<file path="src/rtl/bsg_manycore_accel_driver_if.sv">
// Signal bundle of the accelerator forwarding driver: command, payload stream,
// outgoing store packets and returned credits.
interface bsg_manycore_accel_driver_if #(
    parameter int unsigned x_cord_width_p    = 7,
    parameter int unsigned y_cord_width_p    = 7,
    parameter int unsigned addr_width_p      = 28,
    parameter int unsigned data_width_p      = 32,
    parameter int unsigned max_out_credits_p = 16,
    parameter int unsigned len_width_p       = 16
);
    localparam int unsigned credit_width_lp = $clog2(max_out_credits_p + 1);

    logic                       cmd_v_i;
    logic                       cmd_ready_o;
    logic [x_cord_width_p-1:0]  cmd_accel_x_i;
    logic [y_cord_width_p-1:0]  cmd_accel_y_i;
    logic [addr_width_p-1:0]    cmd_fwd_addr_i;
    logic [x_cord_width_p-1:0]  cmd_fwd_x_i;
    logic [y_cord_width_p-1:0]  cmd_fwd_y_i;
    logic [len_width_p-1:0]     cmd_len_i;

    logic                       data_v_i;
    logic [data_width_p-1:0]    data_i;
    logic                       data_yumi_o;

    logic                       out_v_o;
    logic                       out_ready_i;
    logic [addr_width_p-1:0]    out_addr_o;
    logic [data_width_p-1:0]    out_data_o;
    logic [x_cord_width_p-1:0]  out_x_cord_o;
    logic [y_cord_width_p-1:0]  out_y_cord_o;

    logic                       credit_v_i;
    logic                       busy_o;
    logic                       done_o;
    logic [credit_width_lp-1:0] credits_o;

    modport master (
        input  cmd_v_i, cmd_accel_x_i, cmd_accel_y_i, cmd_fwd_addr_i,
               cmd_fwd_x_i, cmd_fwd_y_i, cmd_len_i,
               data_v_i, data_i, out_ready_i, credit_v_i,
        output cmd_ready_o, data_yumi_o, out_v_o, out_addr_o, out_data_o,
               out_x_cord_o, out_y_cord_o, busy_o, done_o, credits_o
    );

    modport slave (
        output cmd_v_i, cmd_accel_x_i, cmd_accel_y_i, cmd_fwd_addr_i,
               cmd_fwd_x_i, cmd_fwd_y_i, cmd_len_i,
               data_v_i, data_i, out_ready_i, credit_v_i,
        input  cmd_ready_o, data_yumi_o, out_v_o, out_addr_o, out_data_o,
               out_x_cord_o, out_y_cord_o, busy_o, done_o, credits_o
    );
endinterface

</file>
<file path="src/rtl/bsg_manycore_accel_driver.sv">
// Programs a forwarding accelerator (addr word, dest word) then streams N payload
// words to its forward register; credit-limited, done only after all stores are acked.
module bsg_manycore_accel_driver #(
    parameter int unsigned x_cord_width_p    = 7,
    parameter int unsigned y_cord_width_p    = 7,
    parameter int unsigned addr_width_p      = 28,
    parameter int unsigned data_width_p      = 32,
    parameter int unsigned max_out_credits_p = 16,
    parameter int unsigned len_width_p       = 16
) (
    input  logic                        clk_i,
    input  logic                        reset_n_i,
    bsg_manycore_accel_driver_if.master bus
);
    localparam int unsigned credit_width_lp = $clog2(max_out_credits_p + 1);
    localparam logic [credit_width_lp-1:0] credits_max_lp = credit_width_lp'(max_out_credits_p);

    typedef enum logic [2:0] {
        IDLE,
        SEND_ADDR,
        SEND_DEST,
        SEND_DATA,
        DRAIN,
        DONE
    } state_e;

    state_e                     state_q, state_d;
    logic [credit_width_lp-1:0] credits_q, credits_d;
    logic [len_width_p-1:0]     remaining_q, remaining_d;
    logic [x_cord_width_p-1:0]  accel_x_q, accel_x_d;
    logic [y_cord_width_p-1:0]  accel_y_q, accel_y_d;
    logic [addr_width_p-1:0]    fwd_addr_q, fwd_addr_d;
    logic [x_cord_width_p-1:0]  fwd_x_q, fwd_x_d;
    logic [y_cord_width_p-1:0]  fwd_y_q, fwd_y_d;

    logic                       out_v_c;
    logic [addr_width_p-1:0]    out_addr_c;
    logic [data_width_p-1:0]    out_data_c;
    logic                       cmd_ready_c;
    logic                       data_yumi_c;
    logic                       fire_c;
    logic                       have_credit_c;

    always_ff @(posedge clk_i or negedge reset_n_i) begin
        if (!reset_n_i) begin
            state_q     <= IDLE;
            credits_q   <= credits_max_lp;
            remaining_q <= '0;
            accel_x_q   <= '0;
            accel_y_q   <= '0;
            fwd_addr_q  <= '0;
            fwd_x_q     <= '0;
            fwd_y_q     <= '0;
        end else begin
            state_q     <= state_d;
            credits_q   <= credits_d;
            remaining_q <= remaining_d;
            accel_x_q   <= accel_x_d;
            accel_y_q   <= accel_y_d;
            fwd_addr_q  <= fwd_addr_d;
            fwd_x_q     <= fwd_x_d;
            fwd_y_q     <= fwd_y_d;
        end
    end

    always_comb begin
        state_d       = state_q;
        credits_d     = credits_q;
        remaining_d   = remaining_q;
        accel_x_d     = accel_x_q;
        accel_y_d     = accel_y_q;
        fwd_addr_d    = fwd_addr_q;
        fwd_x_d       = fwd_x_q;
        fwd_y_d       = fwd_y_q;
        out_v_c       = 1'b0;
        out_addr_c    = '0;
        out_data_c    = '0;
        cmd_ready_c   = 1'b0;
        data_yumi_c   = 1'b0;
        have_credit_c = (credits_q != '0);

        // Packet presentation; valid is a function of registered state and payload valid only
        case (state_q)
            SEND_ADDR: begin
                out_v_c    = have_credit_c;
                out_addr_c = addr_width_p'(0);
                out_data_c = data_width_p'(fwd_addr_q);
            end
            SEND_DEST: begin
                out_v_c    = have_credit_c;
                out_addr_c = addr_width_p'(1);
                out_data_c = data_width_p'({fwd_y_q, fwd_x_q});
            end
            SEND_DATA: begin
                out_v_c    = bus.data_v_i & have_credit_c;
                out_addr_c = addr_width_p'(2);
                out_data_c = bus.data_i;
            end
            default: ;
        endcase

        fire_c      = out_v_c & bus.out_ready_i;
        data_yumi_c = fire_c && (state_q == SEND_DATA);

        // Simultaneous issue and return cancel out
        if (fire_c && !bus.credit_v_i) begin
            credits_d = credits_q - credit_width_lp'(1);
        end else if (!fire_c && bus.credit_v_i && (credits_q != credits_max_lp)) begin
            credits_d = credits_q + credit_width_lp'(1);
        end

        case (state_q)
            IDLE: begin
                cmd_ready_c = 1'b1;
                if (bus.cmd_v_i) begin
                    accel_x_d   = bus.cmd_accel_x_i;
                    accel_y_d   = bus.cmd_accel_y_i;
                    fwd_addr_d  = bus.cmd_fwd_addr_i;
                    fwd_x_d     = bus.cmd_fwd_x_i;
                    fwd_y_d     = bus.cmd_fwd_y_i;
                    remaining_d = bus.cmd_len_i;
                    state_d     = SEND_ADDR;
                end
            end
            SEND_ADDR: begin
                if (fire_c) state_d = SEND_DEST;
            end
            SEND_DEST: begin
                if (fire_c) state_d = (remaining_q != '0) ? SEND_DATA : DRAIN;
            end
            SEND_DATA: begin
                if (fire_c) begin
                    remaining_d = remaining_q - len_width_p'(1);
                    if (remaining_q == len_width_p'(1)) state_d = DRAIN;
                end
            end
            DRAIN: begin
                // Store fence: leave as soon as the final credit lands
                if (credits_d == credits_max_lp) state_d = DONE;
            end
            DONE: begin
                state_d = IDLE;
            end
            default: begin
                state_d = IDLE;
            end
        endcase
    end

    assign bus.cmd_ready_o  = cmd_ready_c;
    assign bus.data_yumi_o  = data_yumi_c;
    assign bus.out_v_o      = out_v_c;
    assign bus.out_addr_o   = out_addr_c;
    assign bus.out_data_o   = out_data_c;
    assign bus.out_x_cord_o = (state_q == IDLE) ? '0 : accel_x_q;
    assign bus.out_y_cord_o = (state_q == IDLE) ? '0 : accel_y_q;
    assign bus.busy_o       = (state_q != IDLE);
    assign bus.done_o       = (state_q == DONE);
    assign bus.credits_o    = credits_q;

    credit_overflow_a: assert property (@(posedge clk_i) disable iff (!reset_n_i)
        !(bus.credit_v_i && (credits_q == credits_max_lp)))
        else $error("credit returned while credit counter is full");

endmodule
</file>
<file path="src/flat_wrapper.sv">
// flat-port wrapper written by rule: the top's interface ports become plain ports
module bsg_manycore_accel_driver_flat 
#(
    parameter int unsigned x_cord_width_p    = 7,
    parameter int unsigned y_cord_width_p    = 7,
    parameter int unsigned addr_width_p      = 28,
    parameter int unsigned data_width_p      = 32,
    parameter int unsigned max_out_credits_p = 16,
    parameter int unsigned len_width_p       = 16
)
  (clk_i, reset_n_i, bus_cmd_v_i, bus_cmd_accel_x_i, bus_cmd_accel_y_i, bus_cmd_fwd_addr_i, bus_cmd_fwd_x_i, bus_cmd_fwd_y_i, bus_cmd_len_i, bus_data_v_i, bus_data_i, bus_out_ready_i, bus_credit_v_i, bus_cmd_ready_o, bus_data_yumi_o, bus_out_v_o, bus_out_addr_o, bus_out_data_o, bus_out_x_cord_o, bus_out_y_cord_o, bus_busy_o, bus_done_o, bus_credits_o);
  bsg_manycore_accel_driver_if #(.x_cord_width_p(x_cord_width_p), .y_cord_width_p(y_cord_width_p), .addr_width_p(addr_width_p), .data_width_p(data_width_p), .max_out_credits_p(max_out_credits_p), .len_width_p(len_width_p)) bus_i ();
  input  logic clk_i;
  input  logic reset_n_i;
  input wire logic [$bits(bus_i.cmd_v_i)-1:0] bus_cmd_v_i;
  input wire logic [$bits(bus_i.cmd_accel_x_i)-1:0] bus_cmd_accel_x_i;
  input wire logic [$bits(bus_i.cmd_accel_y_i)-1:0] bus_cmd_accel_y_i;
  input wire logic [$bits(bus_i.cmd_fwd_addr_i)-1:0] bus_cmd_fwd_addr_i;
  input wire logic [$bits(bus_i.cmd_fwd_x_i)-1:0] bus_cmd_fwd_x_i;
  input wire logic [$bits(bus_i.cmd_fwd_y_i)-1:0] bus_cmd_fwd_y_i;
  input wire logic [$bits(bus_i.cmd_len_i)-1:0] bus_cmd_len_i;
  input wire logic [$bits(bus_i.data_v_i)-1:0] bus_data_v_i;
  input wire logic [$bits(bus_i.data_i)-1:0] bus_data_i;
  input wire logic [$bits(bus_i.out_ready_i)-1:0] bus_out_ready_i;
  input wire logic [$bits(bus_i.credit_v_i)-1:0] bus_credit_v_i;
  output wire logic [$bits(bus_i.cmd_ready_o)-1:0] bus_cmd_ready_o;
  output wire logic [$bits(bus_i.data_yumi_o)-1:0] bus_data_yumi_o;
  output wire logic [$bits(bus_i.out_v_o)-1:0] bus_out_v_o;
  output wire logic [$bits(bus_i.out_addr_o)-1:0] bus_out_addr_o;
  output wire logic [$bits(bus_i.out_data_o)-1:0] bus_out_data_o;
  output wire logic [$bits(bus_i.out_x_cord_o)-1:0] bus_out_x_cord_o;
  output wire logic [$bits(bus_i.out_y_cord_o)-1:0] bus_out_y_cord_o;
  output wire logic [$bits(bus_i.busy_o)-1:0] bus_busy_o;
  output wire logic [$bits(bus_i.done_o)-1:0] bus_done_o;
  output wire logic [$bits(bus_i.credits_o)-1:0] bus_credits_o;
  assign bus_i.cmd_v_i = bus_cmd_v_i;
  assign bus_i.cmd_accel_x_i = bus_cmd_accel_x_i;
  assign bus_i.cmd_accel_y_i = bus_cmd_accel_y_i;
  assign bus_i.cmd_fwd_addr_i = bus_cmd_fwd_addr_i;
  assign bus_i.cmd_fwd_x_i = bus_cmd_fwd_x_i;
  assign bus_i.cmd_fwd_y_i = bus_cmd_fwd_y_i;
  assign bus_i.cmd_len_i = bus_cmd_len_i;
  assign bus_i.data_v_i = bus_data_v_i;
  assign bus_i.data_i = bus_data_i;
  assign bus_i.out_ready_i = bus_out_ready_i;
  assign bus_i.credit_v_i = bus_credit_v_i;
  assign bus_cmd_ready_o = bus_i.cmd_ready_o;
  assign bus_data_yumi_o = bus_i.data_yumi_o;
  assign bus_out_v_o = bus_i.out_v_o;
  assign bus_out_addr_o = bus_i.out_addr_o;
  assign bus_out_data_o = bus_i.out_data_o;
  assign bus_out_x_cord_o = bus_i.out_x_cord_o;
  assign bus_out_y_cord_o = bus_i.out_y_cord_o;
  assign bus_busy_o = bus_i.busy_o;
  assign bus_done_o = bus_i.done_o;
  assign bus_credits_o = bus_i.credits_o;
  bsg_manycore_accel_driver #(.x_cord_width_p(x_cord_width_p), .y_cord_width_p(y_cord_width_p), .addr_width_p(addr_width_p), .data_width_p(data_width_p), .max_out_credits_p(max_out_credits_p), .len_width_p(len_width_p)) u_core (.clk_i(clk_i), .reset_n_i(reset_n_i), .bus(bus_i));
endmodule
</file>
<file path="config.mk">
export PLATFORM = sky130hd
export DESIGN_NAME = bsg_manycore_accel_driver_flat
export DESIGN_NICKNAME = d
export VERILOG_FILES = /design/src/rtl/bsg_manycore_accel_driver_if.sv /design/src/rtl/bsg_manycore_accel_driver.sv /design/src/flat_wrapper.sv
export SDC_FILE = /design/constraint.sdc
export NUM_CORES = 1
export LEC_CHECK = 0
export BUFFER_PORTS_ARGS = -buffer_cell sky130_fd_sc_hd__clkbuf_2
export CAP_MARGIN = 20
export CELL_PAD_IN_SITES_DETAIL_PLACEMENT = 1
export CELL_PAD_IN_SITES_GLOBAL_PLACEMENT = 1
export CORE_ASPECT_RATIO = 0.9
export CORE_MARGIN = 4
export CORE_UTILIZATION = 33
export DETAILED_ROUTE_END_ITERATION = 16
export PLACE_DENSITY = 0.78
export SETUP_SLACK_MARGIN = 0.02
export SLEW_MARGIN = 0
export SYNTH_ARGS = -nofsm -noshare
export SYNTH_HDL_FRONTEND = slang
export SYNTH_SLANG_ARGS = --single-unit
</file>
<file path="constraint.sdc">
create_clock -name clk_i -period 2.1 [get_ports clk_i]
set_input_delay 0.315 -clock clk_i [delete_from_list [all_inputs] [get_ports clk_i]]
set_output_delay 0.315 -clock clk_i [all_outputs]
set_load 0.01 [all_outputs]
</file>
==> After elaboration in Yosys (flattened, before gate mapping) <==
Cells that the tools add are included.
W data, S select, Z words.
{ "totals": {"register_bits": 80, "inputBits": 110, "out_inout_bits": 84, "elab_cells": 61} }
{ "op_classes": {"n_addsub": 3, "eq_ne": 14, "n_mux": 19, "n_bitwise": 2, "reduce_logical": 15} }
{ "op_table": {"columns": ["op", "count"], "rows": [
  ["$pmux W32 S3", 1],
  ["$mux W16", 2],
  ["$pmux W16 S2", 1],
  ["$mux W3", 7],
  ["$eq A16 B1 Y1 const B", 1],
  ["$reduce_bool A16 Y1", 1],
  ["$sub A16 B1 Y16 const B", 1],
  ["$pmux W3 S5", 1],
  ["$mux W7", 2],
  ["$mux W5", 2],
  ["$ne A2 B1 Y1 const B", 4],
  ["$eq A3 B2 Y1 const B", 2],
  ["$eq A3 B3 Y1 const B", 2],
  ["$reduce_and A6 Y1", 1],
  ["$add A5 B1 Y5 const B", 1],
  ["$eq A5 B5 Y1 const B", 1],
  ["$ne A5 B5 Y1 const B", 1],
  ["$reduce_bool A5 Y1", 1],
  ["$sub A5 B1 Y5 const B", 1],
  ["$logic_and A1 B1 Y1", 4],
  ["$ne A2 B2 Y1 const B", 2],
  ["$pmux W2 S2", 1],
  ["$eq A3 B1 Y1 const B", 1],
  ["$logic_not A3 Y1", 1],
  ["9 further kinds", 11]
]} }

==> Longest topological paths before layout <==
Gate-level depths: netlist (run 1).
{ "depth": {"ltp_word": 12, "ltp_mapped": 10, "ltp_nobuf": 8} }

==> Worst setup path before layout (run 1) <==
OpenSTA, ideal clock, no wires.
{ "synth_timing": {"path_type": "reg-to-reg", "startpoint": "reg u_core.credits_q[1], in the netlist u_core.bus.credits_o[1]", "endpoint": "reg u_core.remaining_q[14]", "setup_ns": 0.121, "t_arrival_ns": 2.089, "required_ns": 1.979, "path_slack_ns": -0.110, "path_stages_with_launch": 10, "n_path_buf": 2, "synth_period_minus_slack_ns": 2.210, "path_cell_list": "dfrtp_1 -> inv_1 -> ha_1 -> nor4b_4 -> nor2_2 -> and3_4 -> or2_1 -> buf_6 -> buf_6 -> a22o_1"} }
{ "synth_via": {"elab_chain_len": 6} }
{ "synth_lines": {"columns": ["element", "line", "source"], "rows": [
  ["start, declared", "bsg_manycore_accel_driver.sv:28", "logic [credit_width_lp-1:0] credits_q, credits_d;"],
  ["start signal, assigned", "bsg_manycore_accel_driver.sv:47", "credits_q <= credits_max_lp;"],
  ["start signal, assigned", "bsg_manycore_accel_driver.sv:56", "credits_q <= credits_d;"],
  ["$reduce_bool A5 Y1 (*)", "bsg_manycore_accel_driver.sv:80", "have_credit_c = (credits_q != '0);"],
  ["$and A1 B1 Y1", "bsg_manycore_accel_driver.sv:95", "out_v_c = bus.data_v_i & have_credit_c;"],
  ["$pmux W1 S2 (*)", "bsg_manycore_accel_driver.sv:83", "case (state_q)"],
  ["$and A1 B1 Y1 (*)", "bsg_manycore_accel_driver.sv:102", "fire_c = out_v_c & bus.out_ready_i;"],
  ["$ne A2 B1 Y1 (no source line) (*)", null, null],
  ["$reduce_and A3 Y1 (no source line) (*)", null, null],
  ["end signal, assigned", "bsg_manycore_accel_driver.sv:57", "remaining_q <= remaining_d;"],
  ["end, declared", "bsg_manycore_accel_driver.sv:29", "logic [len_width_p-1:0] remaining_q, remaining_d;"]
]} }
Mark *: on every way between the ends. The rest lies on a longest branch, timed or not.
A chain may end at the register's enable or synchronous reset.

==> Final worst setup path (run 1) <==
{ "layout_timing": {"startpoint": "reg u_core.state_q[1]", "endpoint": "out bus_out_data_o[13]"} }
{ "layout_via": {"elab_chain_len": 2, "word_cells_on_any_way": 4, "classes_between": "eq/ne: 3; mux: 1"} }
{ "layout_lines": {"columns": ["element", "line", "source"], "rows": [
  ["start, declared", "bsg_manycore_accel_driver.sv:27", "state_e state_q, state_d;"],
  ["start signal, assigned", "bsg_manycore_accel_driver.sv:55", "state_q <= state_d;"],
  ["$eq A3 B2 Y1 / $eq A3 B1 Y1 (equally long branches)", "bsg_manycore_accel_driver.sv:83", null],
  ["$pmux W32 S3 (*)", "bsg_manycore_accel_driver.sv:83", null],
  ["end, declared", "flat_wrapper.sv:30", "output wire logic [$bits(bus_i.out_data_o)-1:0] bus_out_data_o;"]
]} }
Marked as above.

==> impl_metrics.json, run 1 <==
{
  "die_y_microns": 122,
  "rsz0062_at_grt": "yes",
  "htree_levels": 3,
  "syn_area_sq_mm": 0.00476,
  "p_int_uw": 6710,
  "ys_seq_elements": 80,
  "dp_hpwl_mm": 11.0,
  "worstSetupPathType": "reg -> out",
  "hold_end": "u_core.accel_x_q[1]",
  "hp-class": "in -> reg",
  "end_kind": "output pin",
  "p_seq_share_pct": 26.8,
  "drt_pre_antenna_iters": 4,
  "critPathArrivalTime_ps": 1820,
  "max_freq_mhz": 469,
  "layout.nets": 786,
  "cts_tree": "built",
  "fin_area_sq_mm": 0.00672,
  "synthFlopType": "dfrtp_1",
  "dieArea_sq_mm": 0.0164,
  "synth_seq_area_share_pct": 42.1,
  "dp_cells": 822,
  "p_switching_uw": 4540,
  "overflow": 0,
  "wl_per_cell_microns": 18.3,
  "hp-start": "bus_cmd_accel_x_i[1]",
  "drt-total-wl_mm": 15.9,
  "worst_r2r_path_depth": 9,
  "fp.dieW_microns": 135,
  "synthCells": 468,
  "p_total_uw": 11300,
  "synth_area_per_cell_sq_um": 10.2,
  "cts_buffers": 9,
  "rows": 41,
  "cts_root_buffer": "clkbuf_16",
  "drc_errors": 0,
  "postLayoutSetupSlackWorst_ps": -32.6,
  "max-vdd-ir-drop_v": 0.000707,
  "maxCapViolCount": 0,
  "yosys_warnings": 0,
  "grt_antenna_before_repair": 0,
  "clock_power_share_pct": 14.1,
  "violations": "negative setup slack",
  "status": "complete, but fails checks",
  "layout-drive-gt1-share_pct": 53.6,
  "synthArstFlopShare_pct": 100,
  "holdPathStages": 2,
  "period_share_pct": 102,
  "slew_viol_final": 0,
  "track_usage_pct": 19.3,
  "skew_ps": 8.33,
  "clk_path_buf_depth": 2,
  "grt_pass1_wl_mm": 24.9,
  "cp-start-kind": "flop",
  "synth_cell_types": 63,
  "grt_max_degree": 34,
  "multi_input_area_sq_mm": 0.00264,
  "ant_nets": 0,
  "port_buffers": 167,
  "p_per_area_mw_per_mm2": 1680,
  "drt_iter0_drc": 170,
  "num_vias": 4403,
  "combPwrFrac_pct": 59.1,
  "area_growth_pct": 41.1,
  "antenna_cells": 0,
  "path_clk_slew_ps": 70,
  "initial_core_util_pct": 33.9,
  "core_area_sq_mm": 0.0141,
  "place_area_sq_mm": 0.00581,
  "fin_util_pct": 47.8,
  "p_leak_uw": 0.00314,
  "crit_required_ps": 1780,
  "switching_share_pct": 40.3,
  "critPathMaxFanout": 6,
  "finalCriticalPeriod_ps": 2130,
  "io_pins": 194,
  "r2r-end": "u_core.state_q[0]",
  "dp_slack_ps": 18.3,
  "setup_viol": 3,
  "reg2reg_from": "u_core.bus.credits_o[0]",
  "grt_pass1_vias": 4824,
  "cts_sinks": 80,
  "fillers": 1639,
  "synth_edf_count": 0,
  "gp_congestion": 0.831,
  "via_per_inst": 5.07,
  "final_cells": 868,
  "rrSetupSlack_ps": -10,
  "finalHoldViolCount": 0,
  "clk_latency_ps": 350,
  "seqCellArea_sq_mm": 0.00201
}
-- placed cells by master (no fill, tap or decap), types with 6 or more instances in the layout --
cell type,n
buf_4,36
a21oi_1,23
buf_6,11
nor2_1,36
nand2_1,16
inv_1,6
a22oi_2,14
clkbuf_16,9
conb_1,26
dfrtp_1,75
nor2b_1,16
mux2_2,69
nor3_1,10
o21ai_0,17
a22o_1,15
clkbuf_2,149
buf_12,8
buf_2,17
-- worst max-delay path by stage --
stage                                       start                endpoint  slack [ps]  cells past startpoint
after CTS                       u_core.state_q[1]      bus_out_data_o[17]         -20                      6
after floorplan           u_core.bus.credits_o[1]  u_core.remaining_q[14]          30                      9
after detailed placement  u_core.bus.credits_o[0]       u_core.state_q[0]          20                      8
after global placement    u_core.bus.credits_o[1]       u_core.state_q[0]          40                      8
after global routing            u_core.state_q[1]      bus_out_data_o[11]        -110                      7
final                           u_core.state_q[1]      bus_out_data_o[13]         -30                      7
-- per-stage QoR --
step / hold slack [ps] / TNS (ps)
floorplan: 19.4 / 0
global placement: 287 / 0
detailed placement: 304 / 0
CTS: 174 / -39.0
global route: 183 / -812
finish: 194 / -68.7
-- cells by family (layout without fill, tap and decap cells) --
logic type               Yosys count  count (layout)  synth area share, %
AO/OA/AOI/OAI                    105             105                 14.8
buffers and inverters             68             250                 8.68
AND/OR/NAND/NOR                  133             133                 15.3
flip-flops                        80              80                 42.1
XOR/XNOR                           2               2                0.368
other                              1              26               0.0788
adder cells (fa/ha/maj)            5               5                 1.31
multiplexers                      74              74                 17.4
-- power groups by stage --
stage	Sequential [uW]	Clock, uW	Combinational, uW
floorplan	2780	0	3640
global placement	2920	0	5110
detailed placement	2990	0	5330
CTS	2980	1640	6340
global route	3130	1700	7250
finish	3020	1580	6650
-- flip-flops by register name, indices dropped and copies added (netlist names) --
signal                flops
u_core.fwd_addr_q        28
u_core.remaining_q       16
u_core.accel_x_q          7
u_core.fwd_x_q            7
u_core.bus.credits_o      5
u_core.fwd_y_q            7
u_core.state_q            3
u_core.accel_y_q          7
-- worst max-delay path, stage by stage, from the launching register on --
cell and delay, ps:
dfrtp_2 430, buf_12 140, buf_12 130, buf_4 120, mux2_2 270, a22oi_2 150
nor2_1 90, buf_2 150
-- repair_timing --
| action | CTS | global route |
|---|---|---|
| hold buffers | 1 | 0 |
| pin swaps | 8 | 13 |
| gates resized for setup | 33 | 58 |
| cloned | 4 | 1 |
| setup buffers | 21 | 4 |
| setup endpoints to repair | 32 | 80 |
| endpoints found under the hold margin | 30 | 0 |
-- per-layer routing --
metal  up-vias  routed length, microns  global-route usage [%]
met3        24                    1250                    7.56
met5         -                       0                       0
met2       148                    8090                    34.2
li1       2047                       -                       -
met4         0                     289                    5.79
met1      2184                    6220                    21.6
-- cells in the mapped netlist, drive strengths merged, types with 3 or more instances --
cell    instances  area (sq um)
a21oi          25           125
o31ai           3          22.5
inv             9          33.8
o22ai           4          25.0
ha              5          62.6
and3            7          48.8
o21ai          21           105
and2            3          18.8
dfrtp          79          1980
buf            44           322
nand2          17          63.8
clkbuf         15          57.6
nor2b          19           119
nor2           41           156
a22o           15           131
a31oi           6          43.8
or2             3          18.8
nand2b          4          25.0
nor3           14          70.1
a22oi          15           113
mux2i           4          40.0
mux2           70           788
nand4           5          31.3
nand3           5          25.0
-- cell type report --
type                            instances  area share, %
Tap cell                              193           3.60
Multi-Input combinational cell        345           39.3
Sequential cell                        80           29.9
Clock buffer                            9           3.35
Inverter                                9          0.540
Timing Repair Buffer                  226           22.3
Clock inverter                          6           1.02
Note: power is estimated with default switching activity, not from simulation.
==> run 2, diff against run 1 <==
Settings changed: ABC_AREA set to 1, CORE_UTILIZATION 33 to 31, PLACE_DENSITY 0.78 to 0.77.
==> run 2 against run 1 <==
  * Register-to-register slack better by 190 ps
  * Critical path type unchanged
  * Power down 13%
  * Sequential cell count unchanged
  * Sequential share of layout area up 2.9 points
  * The run now ends clean
  * Non-clock buffer count down 29
  * Maximum frequency up 6.3%
  * Count of clock-buffer cells in the layout unchanged
  * Final cell count up 4.0%
  * Critical path depth unchanged
  * Cell area down 9.0%
  * Global-route usage down 1.9 points
==> impl_metrics.json, run 2 <==
{
  "synthCells": 519,
  "syn_area_sq_mm": 0.00448,
  "maxCapViolCount": 0,
  "worstSetupPathType": "reg -> out",
  "clk_path_buf_depth": 2,
  "largest_register": "u_core.fwd_addr_q",
  "synth_top_area_share_pct": 44.1,
  "area_growth_pct": 36.3,
  "ys_top_cells_by_area": "dfrtp_1, mux2_2, nand2_1, nor2_1, buf_4",
  "synth_cell_types": 40,
  "synth_area_per_cell_sq_um": 8.64,
  "holdWs_ps": 192,
  "post-synth-top-area-cell": "dfrtp_1",
  "num_vias": 4262,
  "ant_nets": 0,
  "final_cell_mix": "clkbuf_2, nand2_1, dfrtp_1, nor2_1, inv_1",
  "slew_viol_final": 0,
  "p_leak_uw": 0.00323,
  "setup_viol": 0,
  "gp_congestion": 0.894,
  "grt_antenna_before_repair": 0,
  "dp_slack_ps": 103,
  "io_pins": 194,
  "synth_seq_area_share_pct": 44.7,
  "reg_top3": "u_core.fwd_addr_q: 28 flops, u_core.remaining_q: 16 flops",
  "dieArea_sq_mm": 0.0165,
  "clk_latency_ps": 350,
  "htree_levels": 3,
  "finalCriticalPeriod_ps": 2010,
  "grt_max_degree": 71,
  "track_usage_pct": 17.4,
  "synth_mux_area_share_pct": 10.5,
  "critPathArrivalTime_ps": 1690,
  "die_y_microns": 122,
  "cts_sinks": 80,
  "path_buf_inv": 3,
  "grt_pass1_wl_mm": 22.9,
  "port_buffers": 167,
  "initial_core_util_pct": 31.8,
  "cts_buffers": 9,
  "synthTopCellsByCount": "nand2_1, dfrtp_1, nor2_1, inv_1, mux2_2",
  "fin_area_sq_mm": 0.00611,
  "postLayoutSetupSlackWorst_ps": 93.8,
  "synth_compound_area_share_pct": 11.6,
  "synth_top_family_by_area": "simple AND/OR/NAND/NOR gates",
  "critPathMaxFanout": 7,
  "core_area_sq_mm": 0.0141,
  "crit_chain": "inv_2 > nand2_4 > nor2_4 > clkbuf_16 > a22oi_2 > nand2_1 > buf_2",
  "overflow": 0,
  "synth_edf_count": 0,
  "cp-start-kind": "flop",
  "rsz0062_at_grt": "yes",
  "ys_seq_elements": 80,
  "status": "complete, no violations",
  "final_common_cell": "clkbuf_2",
  "rows": 41,
  "layout.nets": 820,
  "grt_pass1_vias": 4651,
  "cpLargestDelayFamily": "buffers and inverters",
  "synthFlopType": "dfrtp_1",
  "period_share_pct": 95.5,
  "synthMostInstantiatedCell": "nand2_1",
  "yosys_warnings": 0,
  "end_kind": "output pin",
  "antenna_cells": 0,
  "synth_fa_ha_area_share_pct": 1.40,
  "crit_required_ps": 1780,
  "skew_ps": 6.23,
  "p_per_area_mw_per_mm2": 1600,
  "synth_xor_area_share_pct": 1.17,
  "cpMaxStageDelayCell": "dfrtp_1",
  "hp-class": "in -> reg",
  "via_per_inst": 4.72,
  "synthSimpleGateAreaFrac_pct": 20.0,
  "synthArstFlopShare_pct": 100,
  "fp.dieW_microns": 135,
  "dp_hpwl_mm": 10.9,
  "finalHoldViolCount": 0,
  "cts_root_buffer": "clkbuf_16",
  "largest_reg_flops": 28,
  "drt_iter0_drc": 158,
  "wl_per_cell_microns": 16.4,
  "layout-drive-gt1-share_pct": 40.4,
  "drc_errors": 0,
  "cts_tree": "built",
  "max_freq_mhz": 498,
  "drt_pre_antenna_iters": 4,
  "drt-total-wl_mm": 14.8,
  "critPathMaxStageDelay_ps": 430,
  "p_total_uw": 9770,
  "path_clk_slew_ps": 70,
  "max-vdd-ir-drop_v": 0.000675,
  "place_area_sq_mm": 0.00557
}
[run 2: cell count changes after synthesis, sizes merged, moves of 6 or more]
cell	before	now
mux2	70	42
and3	7	1
inv	9	49
a31oi	6	0
nor2	41	62
a22oi	15	7
nor2b	19	0
nor3	14	5
buf	44	35
nand3	5	25
nand2	17	104
[run 2: final timing paths]
path	start	endpoint	slack (ps)	cells past startpoint
hold reg to reg	u_core.remaining_q[11]	u_core.remaining_q[11]	490	1
setup reg to reg	u_core.state_q[0]	u_core.state_q[0]	180	14
setup / recovery	u_core.state_q[1]	bus_out_data_o[8]	90	7
max in group asynchronous	reset_n_i	u_core.accel_y_q[3]	1020	3
hold / removal	bus_cmd_fwd_addr_i[11]	u_core.fwd_addr_q[11]	190	2
min in group asynchronous	reset_n_i	u_core.fwd_addr_q[24]	450	2
[run 2: logic make-up (layout without fill, tap and decap cells)]
kind of cell,Yosys count,after routing
compound gates,83,83
fa+ha+maj,5,5
other cells,1,26
flops,80,80
xor+xnor,6,6
mux,42,42
buf+inv,96,262
simple gates,206,206
[run 2: metrics by stage]
step                util (%)  setup TNS [ps]  instances
floorplan                  -               0        544
global placement        39.5               0        878
detailed placement      39.5               0        878
CTS                     42.0               0        896
global route            43.3           -39.8        903
finish                  43.3               0        903
[run 2: layout make-up]
type / count / area [sq um]
multi-input combinational: 368 / 2200
clock inverter: 7 / 103
tap: 193 / 241
clock buffer: 9 / 225
inverter: 49 / 184
sequential: 80 / 2000
timing repair buffer: 197 / 1160
fill: 1719 / 7990
[run 2: what timing repair did]
item,4_1_cts,5_1_grt
gates resized for setup,2,36
hold endpoints to repair,30,0
pin swaps,0,3
endpoints found under the setup margin,21,43
hold buffers,1,0
cloned,0,3
buffers inserted,1,4
[run 2: worst reg2reg max path: cells and delay by family, from the launching register on]
family                 cells  cell delay, ps
buffers and inverters      1              50
and+or+nand+nor           13            1300
DFF                        1             460
[run 2: report_power, final]
part | internal, uW | switching (uW) | leakage, uW | total [uW]
sequential | 2320 | 493 | 0.000933 | 2820
combinational | 2260 | 2950 | 0.00214 | 5210
clock | 1050 | 685 | 0.000157 | 1740
total | 5640 | 4130 | 0.00323 | 9770
[run 2: layer usage]
metal,track usage [%],routed length (microns),share of wire [%],up-vias
li1,-,-,-,2040
met1,20.6,6000,41,2097
met2,30.7,7700,52,111
met3,5.86,888,6.0,14
met4,4.33,189,1.3,0
met5,0,0,0,-
==> run 3, diff against run 2 <==
Settings changed: CORE_UTILIZATION 31 to 30, PLACE_DENSITY 0.77 to 0.75.
==> run 3 against run 2 <==
  * Count of clock-buffer cells in the layout up 3
  * Sequential share of layout area up 0.55 points
  * Register-to-register slack about the same
  * Via count down 1.7%
  * Critical endpoint is now bus_out_data_o[26]
  * Sequential cell count unchanged
  * Highest routed layer unchanged
==> impl_metrics.json, run 3 (synthesis gave the netlist of run 2 again) <==
{
  "critPathMaxFanout": 33,
  "wl_per_cell_microns": 15.3,
  "crit_required_ps": 1780,
  "fillers": 1804,
  "reg_top3": "u_core.fwd_addr_q: 28 flops, u_core.remaining_q: 16 flops",
  "ant_nets": 0,
  "final.setup.tns_ps": 0,
  "num_vias": 4188,
  "grt_max_degree": 71,
  "via_per_inst": 4.62,
  "antenna_cells": 0,
  "fin_util_pct": 41.0,
  "path_buf_inv": 3,
  "grt_pass1_wl_mm": 22.1,
  "finalCriticalPeriod_ps": 1980,
  "p_per_area_mw_per_mm2": 1560,
  "max-vdd-ir-drop_v": 0.000717,
  "end_kind": "output pin",
  "period_share_pct": 94.4,
  "rsz0062_at_grt": "yes",
  "drt_pre_antenna_iters": 4,
  "skew_ps": 7.67,
  "htree_levels": 3,
  "cp-start-kind": "flop",
  "layout-drive-gt1-share_pct": 39.4,
  "worst_r2r_path_depth": 14,
  "p_leak_uw": 0.00318,
  "clk_latency_ps": 340,
  "overflow": 0,
  "hp-class": "in -> reg",
  "drt_iter0_drc": 124,
  "slew_viol_final": 0,
  "crit_cells": 5,
  "die_y_microns": 124,
  "holdPathStages": 2,
  "track_usage_pct": 16.6,
  "status": "complete, no violations",
  "core_area_sq_mm": 0.0147,
  "path_clk_slew_ps": 60,
  "cts_sinks": 80,
  "cpLargestDelayFamily": "buffers and inverters",
  "cts_tree": "built",
  "grt_antenna_before_repair": 0,
  "drc_errors": 0,
  "max_freq_mhz": 505,
  "largest_register": "u_core.fwd_addr_q",
  "fp.dieW_microns": 137,
  "area_growth_pct": 34.1,
  "port_buffers": 167,
  "clk_path_buf_depth": 2,
  "finalHoldViolCount": 0,
  "gp_congestion": 0.840,
  "layout.nets": 818,
  "dp_hpwl_mm": 10.8,
  "critPathMaxStageDelay_ps": 390,
  "maxCapViolCount": 0,
  "dieArea_sq_mm": 0.0170,
  "worstSetupPathType": "reg -> out",
  "final_common_cell": "clkbuf_2",
  "setup_viol": 0,
  "drt-total-wl_mm": 13.8,
  "initial_core_util_pct": 30.6,
  "cts_root_buffer": "clkbuf_16",
  "final_cell_mix": "clkbuf_2, nand2_1, dfrtp_1, nor2_1, inv_1",
  "cts_buffers": 9,
  "grt_pass1_vias": 4475,
  "largest_reg_flops": 28,
  "crit_chain": "buf_4 > nor2_4 > buf_12 > a22o_1 > clkbuf_2",
  "io_pins": 194,
  "rows": 42,
  "cpMaxStageDelayCell": "dfrtp_1",
  "critPathArrivalTime_ps": 1670
}
==> run 3: cell count changes in the layout (fill, tap and decap cells not counted), sizes merged <==
| cell | before | now |
|---|---|---|
| inv | 51 | 49 |
| bufinv | 2 | 1 |
| clkbuf | 166 | 178 |
| buf | 39 | 28 |
==> run 3: per-stage QoR <==
step	cell area, sq um	setup slack, ps	cells	power (uW)	hold slack (ps)
6_report	6010	118	906	9360	199
5_1_grt	6010	15.7	906	10200	186
4_1_cts	5950	28.9	904	9400	185
3_5_place_dp	5610	66.6	887	7660	291
3_3_place_gp	5610	202	887	7400	292
2_1_floorplan	4580	296	544	5750	19.4
==> run 3: final cells by class <==
class	instances	area, sq um	share of cell area, %
Inverter	49	184	3.06
Clock inverter	4	51.3	0.853
Timing Repair Buffer	195	1100	18.3
Sequential cell	80	2000	33.3
Tap cell	198	248	4.12
Multi-Input combinational cell	368	2160	35.9
Clock buffer	12	267	4.43
==> run 3: path summary, 6_finish.rpt <==
check                                         from               endpoint  slack (ps)
setup / recovery                 u_core.state_q[2]     bus_out_data_o[26]         120
hold / removal               bus_cmd_fwd_addr_i[6]   u_core.fwd_addr_q[6]         200
setup reg to reg           u_core.bus.credits_o[4]      u_core.state_q[1]         170
hold reg to reg               u_core.fwd_addr_q[1]   u_core.fwd_addr_q[1]         510
max in group asynchronous                reset_n_i    u_core.accel_y_q[3]        1010
min in group asynchronous                reset_n_i  u_core.fwd_addr_q[15]         470
==> run 3: what timing repair did <==
| action | in CTS | in global routing |
|---|---|---|
| hold buffers | 1 | 0 |
| setup buffers | 0 | 2 |
| cloned | 0 | 0 |
| resized for setup | 3 | 15 |
| setup endpoints to repair | 20 | 30 |
| hold endpoints to repair | 29 | 0 |
==> run 3: where the power goes <==
part / switching (uW) / internal (uW) / total [uW] / leakage, uW
Combinational: 2810 / 2110 / 4920 / 0.00209
Clock: 629 / 1020 / 1650 / 0.000155
Sequential: 473 / 2330 / 2800 / 0.000933
Total: 3910 / 5460 / 9360 / 0.00318
==> run 3: layer usage <==
metal	up-vias	global-route usage, %	routed length, microns
met5	-	0	0
met4	0	5.61	180
met3	11	4.73	930
met2	124	28.3	6900
met1	2024	20.4	5830
li1	2029	-	-
==> run 3: worst reg2reg max path: stages, from the launching register on <==
cell and delay, ps:
dfstp_2 560, inv_2 70, nand3_4 110, nand4_4 150
buf_4 180, nand3_1 80, nand2_1 60, nand2_1 50
nand2_1 80, nor2_1 100, nand3_1 120, nand2_2 110
nand2_2 60, nand2_1 60, nand2_1 40
